**src/rtl/fft_spectrum_sink_pkg.sv**
```systemverilog
// Shared definitions for the FFT spectrum sink: FSM encoding, default frame geometry and
// the bit slice that feeds the magnitude-squared datapath.
package fft_spectrum_sink_pkg;

    typedef enum logic [1:0] {
        StIdle   = 2'd0,
        StFrame  = 2'd1,
        StDrain  = 2'd2,
        StReport = 2'd3
    } sink_state_e;

    localparam int unsigned DefFrameLen = 1024;
    localparam int unsigned DefBinW     = 10;

    localparam int unsigned MagSliceHi = 31;
    localparam int unsigned MagSliceLo = 16;
    localparam int unsigned MagSliceW  = MagSliceHi - MagSliceLo + 1;

endpackage

```
**src/rtl/fft_mag_sq.sv**
```systemverilog
// Two-stage magnitude-squared pipeline: stage 1 registers the signed upper halves,
// stage 2 registers re*re + im*im. The valid/bin sideband travels with the data.
module fft_mag_sq
    import fft_spectrum_sink_pkg::*;
#(
    parameter int unsigned BIN_W = DefBinW
) (
    input  logic             clk,
    input  logic             rst,
    input  logic             in_valid,
    input  logic [BIN_W-1:0] in_bin,
    input  logic [31:0]      in_real,
    input  logic [31:0]      in_imag,
    output logic             out_valid,
    output logic [BIN_W-1:0] out_bin,
    output logic [31:0]      out_mag
);

    logic                        v1_q;
    logic [BIN_W-1:0]            bin1_q;
    logic signed [MagSliceW-1:0] re_q;
    logic signed [MagSliceW-1:0] im_q;

    logic                        v2_q;
    logic [BIN_W-1:0]            bin2_q;
    logic [31:0]                 mag_q;

    logic signed [31:0]          re_x;
    logic signed [31:0]          im_x;
    logic signed [31:0]          re_sq;
    logic signed [31:0]          im_sq;
    logic [31:0]                 mag_d;

    // Worst case is (-2^15)^2 * 2 = 2^31, which fits the unsigned 32-bit sum.
    always_comb begin
        re_x  = 32'(re_q);
        im_x  = 32'(im_q);
        re_sq = re_x * re_x;
        im_sq = im_x * im_x;
        mag_d = re_sq + im_sq;
    end

    always_ff @(posedge clk) begin
        if (rst) begin
            v1_q   <= 1'b0;
            bin1_q <= '0;
            re_q   <= '0;
            im_q   <= '0;
            v2_q   <= 1'b0;
            bin2_q <= '0;
            mag_q  <= '0;
        end else begin
            v1_q <= in_valid;
            if (in_valid) begin
                bin1_q <= in_bin;
                re_q   <= in_real[MagSliceHi:MagSliceLo];
                im_q   <= in_imag[MagSliceHi:MagSliceLo];
            end
            v2_q <= v1_q;
            if (v1_q) begin
                bin2_q <= bin1_q;
                mag_q  <= mag_d;
            end
        end
    end

    assign out_valid = v2_q;
    assign out_bin   = bin2_q;
    assign out_mag   = mag_q;

endmodule

```
**src/rtl/fft_spectrum_sink.sv**
```systemverilog
// Consumes framed FFT output, streams per-bin magnitude squared and reports the peak bin
// of each frame together with a sticky framing-error flag.
module fft_spectrum_sink
    import fft_spectrum_sink_pkg::*;
#(
    parameter int unsigned FRAME_LEN = DefFrameLen,
    parameter int unsigned BIN_W     = DefBinW
) (
    input  logic             clk,
    input  logic             rst,
    input  logic             in_valid,
    input  logic             in_sop,
    input  logic             in_eop,
    input  logic [31:0]      in_real,
    input  logic [31:0]      in_imag,
    output logic             in_ready,
    output logic             mag_valid,
    output logic [BIN_W-1:0] mag_bin,
    output logic [31:0]      mag_out,
    output logic             res_valid,
    output logic [BIN_W-1:0] res_peak_bin,
    output logic [31:0]      res_peak_mag,
    output logic             res_err,
    input  logic             res_ready,
    output logic [15:0]      drop_cnt
);

    localparam logic [BIN_W-1:0] LastBin = BIN_W'(FRAME_LEN - 1);

    sink_state_e      state_q, state_d;
    logic [BIN_W-1:0] bin_q, bin_d;
    logic             err_q, err_d;
    logic             drain_q, drain_d;
    logic [15:0]      drop_q, drop_d;
    logic [BIN_W-1:0] peak_bin_q, peak_bin_d;
    logic [31:0]      peak_mag_q, peak_mag_d;
    logic             in_ready_q;
    logic             res_valid_q;

    logic             accept;
    logic             beat_take;
    logic [BIN_W-1:0] beat_bin;
    logic             beat_last;

    assign accept = in_valid && in_ready_q;

    always_comb begin
        state_d    = state_q;
        bin_d      = bin_q;
        err_d      = err_q;
        drain_d    = drain_q;
        drop_d     = drop_q;
        peak_bin_d = peak_bin_q;
        peak_mag_d = peak_mag_q;
        beat_take  = 1'b0;
        beat_bin   = '0;
        beat_last  = 1'b0;

        // Bin 0 always reseeds the peak, which also discards a restarted frame's old peak.
        if (mag_valid && ((mag_bin == '0) || (mag_out > peak_mag_q))) begin
            peak_bin_d = mag_bin;
            peak_mag_d = mag_out;
        end

        unique case (state_q)
            StIdle: begin
                if (accept) begin
                    if (in_sop) begin
                        beat_take = 1'b1;
                    end else if (drop_q != 16'hFFFF) begin
                        drop_d = drop_q + 16'd1;
                    end
                end
            end
            StFrame: begin
                if (accept) begin
                    beat_take = 1'b1;
                    if (in_sop) begin
                        err_d = 1'b1;
                    end else begin
                        beat_bin = bin_q;
                    end
                end
            end
            StDrain: begin
                drain_d = 1'b1;
                if (drain_q) begin
                    state_d = StReport;
                end
            end
            StReport: begin
                if (res_valid_q && res_ready) begin
                    state_d    = StIdle;
                    err_d      = 1'b0;
                    peak_bin_d = '0;
                    peak_mag_d = '0;
                end
            end
        endcase

        if (beat_take) begin
            beat_last = (beat_bin == LastBin);
            if (in_eop || beat_last) begin
                state_d = StDrain;
                drain_d = 1'b0;
                if (!(in_eop && beat_last)) begin
                    err_d = 1'b1;
                end
            end else begin
                state_d = StFrame;
                bin_d   = beat_bin + BIN_W'(1);
            end
        end
    end

    always_ff @(posedge clk) begin
        if (rst) begin
            state_q     <= StIdle;
            bin_q       <= '0;
            err_q       <= 1'b0;
            drain_q     <= 1'b0;
            drop_q      <= '0;
            peak_bin_q  <= '0;
            peak_mag_q  <= '0;
            in_ready_q  <= 1'b0;
            res_valid_q <= 1'b0;
        end else begin
            state_q     <= state_d;
            bin_q       <= bin_d;
            err_q       <= err_d;
            drain_q     <= drain_d;
            drop_q      <= drop_d;
            peak_bin_q  <= peak_bin_d;
            peak_mag_q  <= peak_mag_d;
            in_ready_q  <= (state_d == StIdle) || (state_d == StFrame);
            res_valid_q <= (state_d == StReport);
        end
    end

    fft_mag_sq #(
        .BIN_W (BIN_W)
    ) u_mag_sq (
        .clk       (clk),
        .rst       (rst),
        .in_valid  (beat_take),
        .in_bin    (beat_bin),
        .in_real   (in_real),
        .in_imag   (in_imag),
        .out_valid (mag_valid),
        .out_bin   (mag_bin),
        .out_mag   (mag_out)
    );

    assign in_ready     = in_ready_q;
    assign res_valid    = res_valid_q;
    assign res_peak_bin = peak_bin_q;
    assign res_peak_mag = peak_mag_q;
    assign res_err      = err_q;
    assign drop_cnt     = drop_q;

endmodule
```
**config.mk**
```make
export PLATFORM = sky130hd
export DESIGN_NAME = fft_spectrum_sink
export DESIGN_NICKNAME = d
export VERILOG_FILES = /design/src/rtl/fft_spectrum_sink_pkg.sv /design/src/rtl/fft_mag_sq.sv /design/src/rtl/fft_spectrum_sink.sv
export SDC_FILE = /design/constraint.sdc
export NUM_CORES = 2
export LEC_CHECK = 0
export BUFFER_PORTS_ARGS = -buffer_cell sky130_fd_sc_hd__buf_2
export CAP_MARGIN = 20
export CORE_MARGIN = 5
export CORE_UTILIZATION = 35
export CTS_BUF_LIST = sky130_fd_sc_hd__clkbuf_4
export CTS_CLUSTER_DIAMETER = 60
export CTS_CLUSTER_SIZE = 8
export DETAILED_ROUTE_END_ITERATION = 10
export MAX_ROUTING_LAYER = met4
export SYNTH_ARGS = -nofsm -noshare
export SYNTH_HDL_FRONTEND = slang
export SYNTH_HIERARCHICAL = 1
export SYNTH_SLANG_ARGS = --single-unit
export TNS_END_PERCENT = 50
```
**constraint.sdc**
```tcl
create_clock -name clk -period 16.15 [get_ports clk]
set_input_delay 2.4225 -clock clk [delete_from_list [all_inputs] [get_ports clk]]
set_output_delay 2.4225 -clock clk [all_outputs]
set_load 0.01 [all_outputs]
```
==> After elaboration in Yosys (flattened, before gate mapping) <==
Index checks and enable logic that the tools add are counted.
W data, S select, Z words.
{ "totals": {"ff_bits": 160, "inputBits": 70, "output_inout_bits": 104} }
{ "op_classes": {"add_sub_neg": 3, "multipliers": 2, "order_cmp": 1, "n_eq_ne": 7, "n_mux": 28, "n_bitwise": 2, "n_reduce_logical": 12} }
{ "op_table": {"columns": ["op", "count"], "rows": [
  ["$mux W32", 3],
  ["$mul A16 B16 Y32", 2],
  ["$mux W10", 6],
  ["$add A32 B32 Y32", 1],
  ["$gt A32 B32 Y1", 1],
  ["$add A16 B1 Y16 const B", 1],
  ["$ne A16 B16 Y1 const B", 1],
  ["$mux W1", 12],
  ["$add A10 B1 Y10 const B", 1],
  ["$eq A10 B10 Y1 const B", 1],
  ["$logic_not A10 Y1", 1],
  ["$mux W2", 4],
  ["$eq A2 B2 Y1 const B", 3],
  ["$eq A2 B1 Y1 const B", 2],
  ["$logic_and A1 B1 Y1", 4],
  ["$logic_not A2 Y1", 2],
  ["$pmux W1 S2", 2],
  ["$pmux W2 S2", 1],
  ["$reduce_and A4 Y1", 1],
  ["$logic_or A1 B1 Y1", 3],
  ["$not A1 Y1", 2],
  ["$reduce_and A2 Y1", 1]
]} }

==> Logic depth before layout (Yosys ltp) <==
{ "depth": {"depth_word": 9, "mapped_depth": 28, "mapped_depth_nobuf": 26} }

==> Cells and area by module <==
The synthesis kept the hierarchy.
{ "modules_own_cells": {"columns": ["module", "n_inst", "cells_per_inst", "area_per_inst_um2"], "rows": [
  ["fft_mag_sq", 1, 2119, 20628.5],
  ["fft_spectrum_sink", 1, 457, 3946.3]
]} }

==> Worst setup path after synthesis <==
No wires, ideal clock.
{ "synth_path": {"kind": "reg2reg", "startpoint": "register u_mag_sq.im_q[15]", "endpoint": "register u_mag_sq.mag_q[30] (netlist: u_mag_sq/out_mag[30])", "setup_time_ns": 0.120, "arrival_ns": 7.306, "required_ns": 16.030, "slack_ns": 8.724, "stages_incl_launch_ff": 25, "period_less_slack_ns": 7.426, "path_cell_list": "dfxtp_1 clkbuf_1 clkbuf_1 nand2_1 fa_1 inv_1 fa_1 inv_1 fa_1 inv_1 fa_1 fa_1 fa_1 fa_1 inv_1 fa_1 inv_1 ha_1 a21oi_1 a21oi_1 or2_1 or4_1 a21oi_2 nor2_1 a211o_1"} }
{ "synth_via": {"elab_chain_cells": 2} }
{ "synth_lines": {"columns": ["element", "line", "text"], "rows": [
  ["from (decl)", "fft_mag_sq.sv:22", "logic signed [MagSliceW-1:0] im_q;"],
  ["from (signal assigned)", "fft_mag_sq.sv:57", "im_q <= in_imag[MagSliceHi:MagSliceLo];"],
  ["$mul A16 B16 Y32", "fft_mag_sq.sv:39", "im_sq = im_x * im_x;"],
  ["$add A32 B32 Y32", "fft_mag_sq.sv:40", "mag_d = re_sq + im_sq;"],
  ["to (signal assigned)", "fft_mag_sq.sv:62", "mag_q <= mag_d;"],
  ["to (decl)", "fft_mag_sq.sv:26", "logic [31:0] mag_q;"]
]} }
No other way between the ends.
A chain may end at the register's enable or synchronous reset.

==> Worst setup path in the final report <==
Ends and elaborated chain as after synthesis.

==> impl_metrics.ini <==
[status]
outcome = finished clean

[routing]
drt_first_pass_iters = 5
wire_per_inst_um = 15.4
viasPerCell = 4.52
vias = 16400
drt_wl_total_mm = 56.1
ant_nets = 0
drt_iter0_markers = 848
drc_errors = 0

[cts]
root_buffer = clkbuf_4
clk_pin_slew_ps = 230
htreeDepth = 4
insertion_delay_ps = 750
cts.sinks = 160
cts_hold_buffers = 0
cts_buffers = 17
cts_tree = built
clock_path_buffers = 2
ctsResizeCount = 0
cts_setup_buffers = 0

[worst_setup_path]
arrival_ps = 8510
crit_type = reg2reg
crit_path_start_kind = register
end_kind = register
timing.rr.start = u_mag_sq/im_q[15]$_SDFFE_PP0P_
rrSetupSlack_ps = 8240
critPathMaxStageDelay_ps = 820
required_ps = 16750
cp_common_cell = fa_1
worst-path-buf-inv = 6
critPathLaunch = u_mag_sq/im_q[15]$_SDFFE_PP0P_
crit_slowest_cell = fa_1
rr_endpoint = u_mag_sq/out_mag[30]$_SDFFE_PP0P_
worst-path-stages = 23
worstPathMaxFanout = 32
crit_path_end = u_mag_sq/out_mag[30]$_SDFFE_PP0P_
reg2regPathDepth = 23
worstPathCellList = buf_4 -> nand2_1 -> fa_1 -> inv_1 -> fa_1 -> inv_1 -> fa_1 -> inv_1 -> fa_1 -> fa_1 -> fa_1 -> fa_1 -> inv_1 -> fa_1 -> inv_1 -> ha_1 -> a21oi_1 -> a21oi_1 -> or2_1 -> or4_1 -> a21oi_2 -> nor2_1 -> a211o_1
crit_family = adder cells

[global_routing]
grt_pass1_vias = 17900
overflow = 0
grt.total_usage_pct = 16.3
antenna_found_initial = 6
grt_max_degree = 65
grt_pass1_wl_mm = 95.7

[yosys]
synth_cell_type_count = 82
synth_cells = 2576
synth_edf_count = 0
syn_avg_cell_area_um2 = 9.54
ys_seq_elements = 160
syn-num-nets = 3349
synth.area.top_cells = fa_1 43%, dfxtp_1 13%, inv_1 11%, ha_1 9.2%, mux2i_1 2.9%
synth_top_area_share_pct = 42.5
synth-async-reset-ratio_pct = 0
synth_flop_cell = dfxtp_1
yosys_warnings = 6
synth_top_cell_by_area = fa_1
synth-seq-area-share_pct = 13.0
syn_area_um2 = 24600

[timing]
finClkSkew_ps = 66.6
hold_viol = 0
post-route-period-util_pct = 49.0
tightest_slew_ps = 1000
slew_headroom_pct = 33.2
setup_tns_ps = 0
min_period_ps = 7910
timing.final.max_slew_violations = 0
setup_viol_count_final = 0
rsz0062_at_grt = false
timing.fmax_ghz = 0.126

[floorplan]
fp.dieW_um = 275
start_util_pct = 35.2
coreArea_um2 = 69800
rows = 97
die_h_um = 275
dieArea_um2 = 75600
ios = 174

[place]
io_buffers = 141
hpwl_mm = 47.6
gp_congestion = 0.863

[power]
finalPower_w = 0.000970
powerDensity_nw_per_um2 = 36.4
p_leak_nw = 13.2
peakVddDrop_uv = 70.8

[layout]
syn_to_final_growth_pct = 8.49
seqCellArea_um2 = 3200
fin_nets = 3450
multiInputGateArea_um2 = 18300
nFillCells = 7098
drive_gt1_share_pct = 8.59

[hold_path]
min_path_type = reg2reg

[flow_run]
drv_cap = 0
## cells in the final DEF, fill, tap and decap left out, types with 13 or more instances in the layout
cell       synthesis  routed
a21o_1            18      18
ha_1             181     181
buf_2             10     140
and2_1            91      91
dfxtp_1          160     159
nor3_1            23      23
a21oi_1           51      51
inv_1            719     719
mux2i_1           71      71
nor2b_1           22      22
and3_1            16      16
nand2_1          173     173
buf_4              1      30
xnor2_1           49      49
nand2b_1          13      13
o2bb2ai_1         32      32
nand3_1           21      21
nor2_1           153     152
xor2_1            15      15
fa_1             522     522
o21ai_0           16      16
clkbuf_4           0      17
## power breakdown
group	leakage [nW]	internal (W)	switching, W
sequential	1.29	0.000401	0.0000128
combinational	11.8	0.000103	0.000166
clock	0.176	0.0000906	0.000196
## state kept, by name (all words and copies together) (netlist names), 2 cells and up
name / count
res_peak_mag: 32
drop_cnt: 16
u_mag_sq/bin1_q: 10
res_peak_bin: 10
u_mag_sq/re_q: 16
bin_q: 10
state_q: 2
u_mag_sq/out_mag: 32
u_mag_sq/im_q: 16
u_mag_sq/out_bin: 10
## cell families after synthesis
kind of cell    share of synthesized area, %
xor+xnor                                2.54
buf+inv                                 12.5
flops                                   13.0
fa+ha+maj                               51.7
mux                                     2.98
compound gates                          5.93
simple gates                            11.2
## area by class of cell
cell class              instances  area share (%)
well taps                     940            4.41
inverters                     719            10.1
multi-input cells            1609            68.7
clock inverters                15           0.779
diodes                          6          0.0563
repair buffers                170            3.47
flip-flops and latches        160            12.0
clock buffers                  17           0.479
## how the worst min path moves through the flow
stage	slack [ps]	to	cells past startpoint	from
6_report	490	res_peak_bin[4]$_SDFF_PP0_	1	res_peak_bin[4]$_SDFF_PP0_
3_3_place_gp	450	res_peak_bin[3]$_SDFF_PP0_	1	res_peak_bin[3]$_SDFF_PP0_
5_1_grt	500	res_peak_mag[13]$_SDFF_PP0_	2	u_mag_sq/out_mag[13]$_SDFFE_PP0P_
2_1_floorplan	460	drain_q$_SDFF_PP0_	2	drain_q$_SDFF_PP0_
3_5_place_dp	450	res_peak_bin[4]$_SDFF_PP0_	1	res_peak_bin[4]$_SDFF_PP0_
4_1_cts	490	res_peak_mag[25]$_SDFF_PP0_	2	u_mag_sq/out_mag[25]$_SDFFE_PP0P_
## per-stage QoR
stage          util, %  cell area (µm²)  instances  setup WS, ps  hold WS (ps)
6_report          38.2            26700       3636          8240           488
5_1_grt           38.2            26700       3636          7790           504
4_1_cts           38.2            26600       3629          8200           491
3_5_place_dp      37.7            26300       3597          8320           454
3_3_place_gp      37.7            26300       3597          8240           445
2_1_floorplan        -            24600       2576          8720           460
## Yosys cell counts (all sizes together) (15+ instances only)
cell,number
inv,719
fa,522
ha,181
nand2,173
dfxtp,160
nor2,153
and2,91
mux2i,71
clkbuf,64
a21oi,53
xnor2,50
o2bb2ai,32
nor3,26
o21ai,25
buf,24
nand3,22
nor2b,22
a21o,18
and3,16
xor2,15
## metal layers
layer / vias to the layer above / wire (µm) / share of wire [%] / global-route usage [%]
met5: - / 0 / 0 / -
met2: 283 / 26300 / 47 / 25.8
met3: 70 / 2280 / 4.1 / 2.82
met1: 8137 / 26500 / 47 / 22.1
li1: 7928 / - / - / -
met4: 0 / 1090 / 1.9 / 4.13
Power figures use the tool's default switching activity.
